==> config.mk <==
export PLATFORM = sky130hd
export DESIGN_NAME = prach_ditfft2_twiddle
export DESIGN_NICKNAME = d
export VERILOG_FILES = /design/src/rtl/prach_pkg.sv /design/src/rtl/prach_cmult.sv /design/src/rtl/prach_ditfft2_twiddle.sv
export SDC_FILE = /design/constraint.sdc
export NUM_CORES = 2
export LEC_CHECK = 0
export CORE_AREA = 2 2 257 310
export CTS_BUF_LIST = sky130_fd_sc_hd__clkbuf_8
export CTS_CLUSTER_SIZE = 40
export DETAILED_ROUTE_END_ITERATION = 16
export DIE_AREA = 0 0 259 312
export PLACE_DENSITY = 0.73
export SETUP_SLACK_MARGIN = 0.4
export SLEW_MARGIN = 30
export SYNTH_ARGS = -nofsm -noshare
export SYNTH_HDL_FRONTEND = slang
export SYNTH_SLANG_ARGS = --single-unit
==> constraint.sdc <==
create_clock -name clk -period 16.2 [get_ports clk]
set_clock_uncertainty 0.15 [all_clocks]
set_input_delay 3.24 -clock clk [delete_from_list [all_inputs] [get_ports clk]]
set_output_delay 3.24 -clock clk [all_outputs]
set_load 0.01 [all_outputs]
==> src/rtl/prach_pkg.sv <==
// Shared types and helpers for the PRACH FFT datapath: complex sample type,
// 18-bit saturation and the elaboration-time twiddle coefficient generator.
package prach_pkg;

  localparam int DataWidth = 18;
  localparam int CoefFrac  = 17;

  typedef logic signed [DataWidth-1:0] s18_t;

  typedef struct packed {
    logic signed [DataWidth-1:0] re;
    logic signed [DataWidth-1:0] im;
  } cplx18_t;

  function automatic s18_t sat18(input logic signed [DataWidth+1:0] x);
    if (x > 20'sd131071) return 18'sd131071;
    else if (x < -20'sd131072) return -18'sd131072;
    else return x[DataWidth-1:0];
  endfunction

  function automatic s18_t clip_int(input int x);
    if (x > 131071) return 18'sd131071;
    else if (x < -131072) return -18'sd131072;
    else return s18_t'(x);
  endfunction

  // Entry k of the table: re = round(cos) and im = round(sin) of 2*pi*k/n in Q1.17;
  // the multiplier applies the conjugate so W = re - j*im.
  function automatic cplx18_t twiddle_rom(input int n, input int k);
    real     ang;
    cplx18_t w;
    ang  = 6.283185307179586 * real'(k) / real'(n);
    w.re = clip_int(int'($cos(ang) * 131072.0));
    w.im = clip_int(int'($sin(ang) * 131072.0));
    return w;
  endfunction

endpackage

==> src/rtl/prach_cmult.sv <==
// Three-cycle pipelined 18x18 complex multiply by a conjugated coefficient:
// y = a * (c - j*s), rounded half-up to Q1.17 and saturated to 18 bits.
module prach_cmult
  import prach_pkg::*;
(
  input  logic    clk,
  input  logic    rst,
  input  cplx18_t din,
  input  cplx18_t coef,
  output cplx18_t dout
);

  logic signed [35:0] ac_p1, bs_p1, bc_p1, as_p1;
  logic signed [19:0] re_p2, im_p2;
  cplx18_t            y_p3;

  function automatic logic signed [19:0] round17(input logic signed [36:0] x);
    logic signed [36:0] t;
    t = x + 37'sd65536;
    return t[36:17];
  endfunction

  // stage p1: four partial products
  always_ff @(posedge clk or posedge rst) begin
    if (rst) begin
      ac_p1 <= '0;
      bs_p1 <= '0;
      bc_p1 <= '0;
      as_p1 <= '0;
    end else begin
      ac_p1 <= din.re * coef.re;
      bs_p1 <= din.im * coef.im;
      bc_p1 <= din.im * coef.re;
      as_p1 <= din.re * coef.im;
    end
  end

  // stage p2: 37-bit sums with half-up rounding
  always_ff @(posedge clk or posedge rst) begin
    if (rst) begin
      re_p2 <= '0;
      im_p2 <= '0;
    end else begin
      re_p2 <= round17(37'(ac_p1) + 37'(bs_p1));
      im_p2 <= round17(37'(bc_p1) - 37'(as_p1));
    end
  end

  // stage p3: saturate to 18 bits
  always_ff @(posedge clk or posedge rst) begin
    if (rst) begin
      y_p3 <= '0;
    end else begin
      y_p3.re <= sat18(re_p2);
      y_p3.im <= sat18(im_p2);
    end
  end

  assign dout = y_p3;

endmodule

==> src/rtl/prach_ditfft2_twiddle.sv <==
// Twiddle stage ahead of a radix-2 DIT butterfly: first half of each block is
// passed through bit-exact, second half is multiplied by W_N^(k-N/2).
module prach_ditfft2_twiddle
  import prach_pkg::*;
#(
  parameter int NUM_FFT_LENGTH = 6,
  parameter int LATENCY        = 4
) (
  input  logic               clk,
  input  logic               rst,
  input  logic signed [17:0] din_dr,
  input  logic signed [17:0] din_di,
  input  logic               din_dv,
  input  logic               sync_in,
  input  logic               din_dv_ahead,
  input  logic               sync_ahead_in,
  output logic signed [17:0] dout_dr,
  output logic signed [17:0] dout_di,
  output logic               dout_dv,
  output logic               sync_out,
  output logic               dout_dv_ahead,
  output logic               sync_ahead_out
);

  localparam int CntW     = $clog2(NUM_FFT_LENGTH);
  localparam int Half     = NUM_FFT_LENGTH / 2;
  localparam int RomDepth = 2 ** CntW;

  if (NUM_FFT_LENGTH < 2 || (NUM_FFT_LENGTH % 2) != 0) begin : g_len_check
    $error("NUM_FFT_LENGTH must be even and >= 2");
  end
  if (LATENCY < 4) begin : g_lat_check
    $error("LATENCY must be at least 4");
  end

  typedef struct packed {
    logic [3:0] stb;
    cplx18_t    d;
  } out_t;

  cplx18_t         rom [RomDepth];
  logic [CntW-1:0] cnt, idx, kp;
  logic            byp;

  for (genvar g = 0; g < RomDepth; g++) begin : g_rom
    assign rom[g] = (g < Half) ? twiddle_rom(NUM_FFT_LENGTH, g) : '0;
  end

  // A sync sample is index 0 regardless of where the counter was.
  assign idx = sync_in ? '0 : cnt;
  assign byp = (idx <= CntW'(Half));
  assign kp  = byp ? '0 : idx - CntW'(Half);

  always_ff @(posedge clk or posedge rst) begin
    if (rst) cnt <= '0;
    else if (sync_in) cnt <= CntW'(1);
    else if (din_dv) cnt <= (cnt == CntW'(NUM_FFT_LENGTH - 1)) ? '0 : cnt + 1'b1;
  end

  cplx18_t    din_p0, coef_p0, bd_p1, bd_p2, bd_p3, y_p3;
  logic       byp_p0, byp_p1, byp_p2, byp_p3;
  logic [3:0] stb_p0, stb_p1, stb_p2, stb_p3;
  out_t       out_p3, out_q;

  // stage p0: capture sample, bypass flag, strobes and coefficient
  always_ff @(posedge clk or posedge rst) begin
    if (rst) begin
      din_p0  <= '0;
      coef_p0 <= '0;
      byp_p0  <= 1'b0;
      stb_p0  <= '0;
    end else begin
      din_p0  <= {din_dr, din_di};
      coef_p0 <= rom[kp];
      byp_p0  <= byp;
      stb_p0  <= {din_dv, sync_in, din_dv_ahead, sync_ahead_in};
    end
  end

  prach_cmult u_cmult (
    .clk  (clk),
    .rst  (rst),
    .din  (din_p0),
    .coef (coef_p0),
    .dout (y_p3)
  );

  // stages p1..p3: bypass data and strobes track the multiplier pipeline
  always_ff @(posedge clk or posedge rst) begin
    if (rst) begin
      bd_p1  <= '0;
      bd_p2  <= '0;
      bd_p3  <= '0;
      byp_p1 <= 1'b0;
      byp_p2 <= 1'b0;
      byp_p3 <= 1'b0;
      stb_p1 <= '0;
      stb_p2 <= '0;
      stb_p3 <= '0;
    end else begin
      bd_p1  <= din_p0;
      bd_p2  <= bd_p1;
      bd_p3  <= bd_p2;
      byp_p1 <= byp_p0;
      byp_p2 <= byp_p1;
      byp_p3 <= byp_p2;
      stb_p1 <= stb_p0;
      stb_p2 <= stb_p1;
      stb_p3 <= stb_p2;
    end
  end

  assign out_p3 = {stb_p3, (byp_p3 ? bd_p3 : y_p3)};

  if (LATENCY > 4) begin : g_extra
    out_t dly [LATENCY-4];
    always_ff @(posedge clk or posedge rst) begin
      if (rst) begin
        for (int i = 0; i < LATENCY - 4; i++) dly[i] <= '0;
      end else begin
        dly[0] <= out_p3;
        for (int i = 1; i < LATENCY - 4; i++) dly[i] <= dly[i-1];
      end
    end
    assign out_q = dly[LATENCY-5];
  end else begin : g_direct
    assign out_q = out_p3;
  end

  assign {dout_dv, sync_out, dout_dv_ahead, sync_ahead_out} = out_q.stb;
  assign dout_dr = out_q.d.re;
  assign dout_di = out_q.d.im;

endmodule

# Yosys cells after proc, flatten, opt, wreduce, memory -nomap -nowiden
# Memories as Yosys holds them, arrays and structs flattened. A register that Yosys moved wholly into a read port is not among the register bits.
# Index checks and enable logic that the tools add are counted.
# classes
n_div	0
magnitude_cmp	5
shifts	0
muxes	10
reduce_logical	1
eq_ne	1
bitwise_logic	1
multipliers	4
n_addsub	6
# ops
operator	count
multiplier 18 x 18 -> 36 bit	4
adder 37 x 18 -> 37 bit, second input constant	2
two-way mux 18 bit	4
greater-than comparator 20 x 18 -> 1 bit, second input constant	2
less-than comparator 20 x 18 -> 1 bit, second input constant	2
adder 36 x 36 -> 37 bit	1
subtractor 36 x 36 -> 37 bit	1
two-way mux 36 bit	1
two-way mux 3 bit	5
NOT 3 -> 4 bit	1
adder 3 x 1 -> 3 bit, second input constant	1
equality test 3 bit, second input constant	1
less-or-equal comparator 3 x 2 -> 1 bit, second input constant	1
subtractor 3 x 2 -> 3 bit, second input constant	1
nonzero test 2 bit	1
# totals
rom_bits	288
memories	1
elab_cells	54
latchBits	0
in_bits	42
out_inout_bits	40
ff_bits	387
ram_bits	0
# mem_list
memory	depth	word_bits	rd	rd_ports_with_merged_regs	write_ports	line	text
(name not given)	8	36	1	1	0	prach_ditfft2_twiddle.sv:74	coef_p0 <= rom[kp];

# Longest topological paths before layout
# depth
depth_word	4
ltp_mapped	28
depth_no_buf	26

# By module
# Synthesis repeated with hierarchy kept, for this count alone.
# unflattened
cells_unflattened	6377
hier_area_um2	62779.0
# by_module_without_submodules
mod	cells_per_inst	seq_area_each_um2	area_per_inst_um2	instances
prach_cmult	6143	5505.3	57760.4	1
prach_ditfft2_twiddle	234	4254.1	5018.6	1

# Least setup slack after synthesis
# OpenSTA, ideal clock, no wires.
# synth_timing
kind	reg2reg
start	register, netlist name coef_p0[33]
end	register u_cmult.bc_p1[32]
synth_period_minus_slack_ns	6.949
t_arrival_ns	6.719
setup_time_ns	0.080
stages_incl_launch_ff	25
required_ns	15.970
path_buffers	2
path_slack_ns	9.251
path_cell_list	dfrtp_1 -> nand2_1 -> clkbuf_1 -> fa_1 -> inv_1 -> fa_1 -> fa_1 -> inv_1 -> fa_1 -> inv_1 -> fa_1 -> inv_1 -> fa_1 -> inv_1 -> ha_1 -> clkbuf_1 -> a21o_1 -> a21o_1 -> a21oi_1 -> nor2_1 -> a211oi_1 -> a31oi_1 -> or4_1 -> a21oi_1 -> xnor2_1
# synth_between
elab_chain_len	1
# synth_lines
item	line	text
multiplier 18 x 18 -> 36 bit	prach_cmult.sv:33	bc_p1 <= din.im * coef.re;
to (signal assigned)	prach_cmult.sv:33	
to (decl)	prach_cmult.sv:13	logic signed [35:0] ac_p1, bs_p1, bc_p1, as_p1;
# Every way passes these cells.
# A chain may end at the register's enable or synchronous reset.

# Final worst setup path
# layout_timing
start	register, netlist name coef_p0[33]
end	register u_cmult.bc_p1[32]
# layout_between
elab_chain_len	1
# layout_lines
item	line
multiplier 18 x 18 -> 36 bit	prach_cmult.sv:33
# Every way passes these cells.

==> results.py <==
metrics = {
    "route": {
        "antenna_left": 0,
        "first_pass_iters": 5,
        "drt_iter0_drc": 1468,
        "drc": 0,
        "vias_per_cell": 5.12,
        "dr_total_vias": 26900,
        "wire_per_inst_um": 17.6,
        "wl_um": 92300,
    },
    "sta": {
        "setup_viol": 0,
        "slew_violations": 0,
        "fin_crit_sh_pct": 43.8,
        "grt_setup_unrepaired": "false",
        "max_slew_margin_pct": 42.9,
        "hold_violations": 0,
        "tightest_slew_ns": 0.856,
        "fmax_mhz": 141,
        "fin_tns_setup_ns": 0,
        "period_needed_ns": 7.10,
    },
    "setup_path": {
        "crit_family": "adder cells",
        "critPathBufInv": 7,
        "path_common_cell": "fa_1",
        "critical_path_class": "reg -> reg",
        "cp_data_required_time_ns": 16.65,
        "crit_chain": "buf_4 -> nand2_1 -> buf_4 -> fa_1 -> inv_1 -> fa_1 -> fa_1 -> inv_1 -> fa_1 -> inv_1 -> fa_1 -> inv_1 -> fa_1 -> inv_1 -> ha_1 -> a21o_1 -> a21o_1 -> a21oi_1 -> nor2_1 -> a211oi_1 -> a31oi_1 -> or4_1 -> a21oi_1 -> xnor2_1",
        "cp-end-kind": "flip-flop",
        "worst_path_max_delay_cell": "fa_1",
        "crit_path_start_kind": "flip-flop",
        "critPathArrivalTime_ns": 7.55,
        "crit_fanout": 46,
        "max_stage_delay_ns": 0.60,
    },
    "run_status": {
        "status": "finished clean",
    },
    "clocking": {
        "ctsResizeCount": 0,
        "cts_made_buffers": 61,
        "clockRootBuffer": "clkbuf_8",
        "clk_latency_ns": 0.72,
        "cts.clk_slew.worst_paths_ns": 0.07,
        "htreeDepth": 2,
        "cts_tree": "built",
        "postCtsSetupRepairBufs": 0,
        "cts_sinks": 380,
        "cts_max_path_buffers": 3,
        "cts-hold-fix-buffers": 0,
    },
    "place": {
        "place_area_um2": 44500,
        "hpwl_um": 80300,
        "place_inst": 5139,
        "numPortBuffers": 81,
        "gp_congestion": 0.950,
    },
    "synthesis": {
        "synth_edf_count": 0,
        "syn_inst": 4050,
        "syn_avg_cell_area_um2": 10.5,
        "syn_area_um2": 42400,
        "synthArstFlopShare_pct": 100,
        "synth_cell_types": 78,
        "synthFlopType": "dfrtp_1",
        "seq_area_frac_synth_pct": 22.4,
        "ys_seq_elements": 380,
        "yosysWarnings": 0,
    },
    "die": {
        "core_um2": 77500,
        "rows": 112,
        "die_y_um": 312,
        "die_area_um2": 80800,
        "io_pins": 82,
        "die_w_um": 259,
        "start_util_pct": 54.7,
    },
    "global_routing": {
        "grt_max_degree": 143,
        "grt_first_pass_wirelength_um": 153000,
        "grt_pass1_vias": 29600,
        "grt_overflow": 0,
        "antenna_found_initial": 4,
        "grtUsageTotal_pct": 24.2,
    },
    "finish": {
        "final_common_cell": "inv_1",
        "final_cell_mix": "1,153 x inv_1, 670 x fa_1, 569 x ha_1",
        "fillers": 6416,
        "final_layout_size_suffix_gt1_share_pct": 4.31,
        "area_growth_pct": 8.32,
        "stdcell_area_um2": 45900,
        "stdcell_count": 5251,
        "finalNetCount": 5458,
    },
    "job": {
        "maxCapViolCount": 0,
    },
    "hold_path": {
        "hold_class": "reg -> reg",
    },
}
==> layout make-up <==
| type | instances | area, µm² | area share (%) |
|---|---|---|---|
| Antenna cell | 1 | 2.50 | 0.00545 |
| Clock buffer | 74 | 1020 | 2.22 |
| Clock inverter | 36 | 377 | 0.820 |
| Inverter | 1143 | 4300 | 9.36 |
| Multi-Input combinational cell | 2498 | 28500 | 62.0 |
| Sequential cell | 380 | 9510 | 20.7 |
| Tap cell | 1026 | 1280 | 2.80 |
| Timing Repair Buffer | 93 | 933 | 2.03 |
==> cells in the mapped netlist (4+ instances only) <==
library cell  count  share of area, %
nor3_1           19              0.22
dfrtp_1         380                22
nand2_1          99              0.88
ha_1            569                17
a211oi_1         17              0.30
o21a_1           23              0.41
xnor2_1         125               2.6
nor2_1          174               1.5
inv_1          1142                10
o21ai_1          21              0.25
a31o_2            4             0.083
o21ai_0          64              0.76
nor2b_1          51              0.75
mux2_2           40               1.1
a221oi_1          4             0.083
or2_2             5             0.074
a21oi_1         144               1.7
a21boi_0          4             0.071
nand4_1          10              0.15
and2_1          105               1.5
clkbuf_1         44              0.39
xor2_1           52               1.1
or3_1             6             0.089
nand2b_1         25              0.37
a22oi_1           7              0.12
o31ai_1           5             0.089
a2111o_1          4              0.11
and3_1           14              0.21
nand3_1          28              0.33
a31oi_1          13              0.19
a21o_1           77               1.4
o21bai_1         22              0.39
o211ai_1         10              0.18
fa_1            670                32
==> layer usage <==
layer	wire (µm)	GRT usage, %	share of wire, %	up-vias
li1	-	-	-	12700
met1	35600	28.4	39	13500
met2	48800	44.0	53	483
met3	2940	2.78	3.2	211
met4	4920	11.5	5.3	2
met5	7	0	0.0076	-
==> per-stage QoR <==
step	util [%]	setup WS, ns	hold WS [ns]
global placement	57.4	9.11	0.182
detailed placement	57.4	8.99	0.185
finish	59.2	9.10	0.188
global route	59.2	8.64	0.169
CTS	59.2	8.94	0.166
floorplan	-	2.25	0.181
==> flip-flops by register name, summed over array words and instances (netlist names) <==
register       flops
bd_p1             36
bd_p2             36
bd_p3             36
byp_p1             1
byp_p2             1
byp_p3             1
cnt                3
coef_p0            4
din_p0            36
stb_p0             4
stb_p1             4
stb_p2             4
stb_p3             4
u_cmult.ac_p1     33
u_cmult.as_p1     33
u_cmult.bc_p1     35
u_cmult.bs_p1     33
u_cmult.dout      36
u_cmult.im_p2     20
u_cmult.re_p2     20
==> logic make-up after synthesis <==
logic type,count (synthesis),synth area share [%]
AOI/OAI and AO/OA,471,7.36
xor gates and xnor gates,177,3.66
adders and majority gates,1239,48.4
buffers and inverters,1188,10.5
muxes,41,1.09
other,2,0.0177
and+or+nand+nor,552,6.47
DFF,380,22.4
==> worst paths after layout <==
path / startpoint / endpoint / slack (ns) / depth (start not counted)
max: coef_p0[33] / u_cmult.bc_p1[32] / 9.10 / 24
min: byp_p2 / byp_p3 / 0.19 / 0
max reg2reg: coef_p0[33] / u_cmult.bc_p1[32] / 9.10 / 24
min reg2reg: byp_p2 / byp_p3 / 0.19 / 0
max in group asynchronous: rst / bd_p3[26] / 11.05 / 5
min in group asynchronous: rst / bd_p1[0] / 2.90 / 2
Power is left out: the tool's default activity adds up to more than one toggle a clock period on the data nets, which glitch-free logic cannot reach.
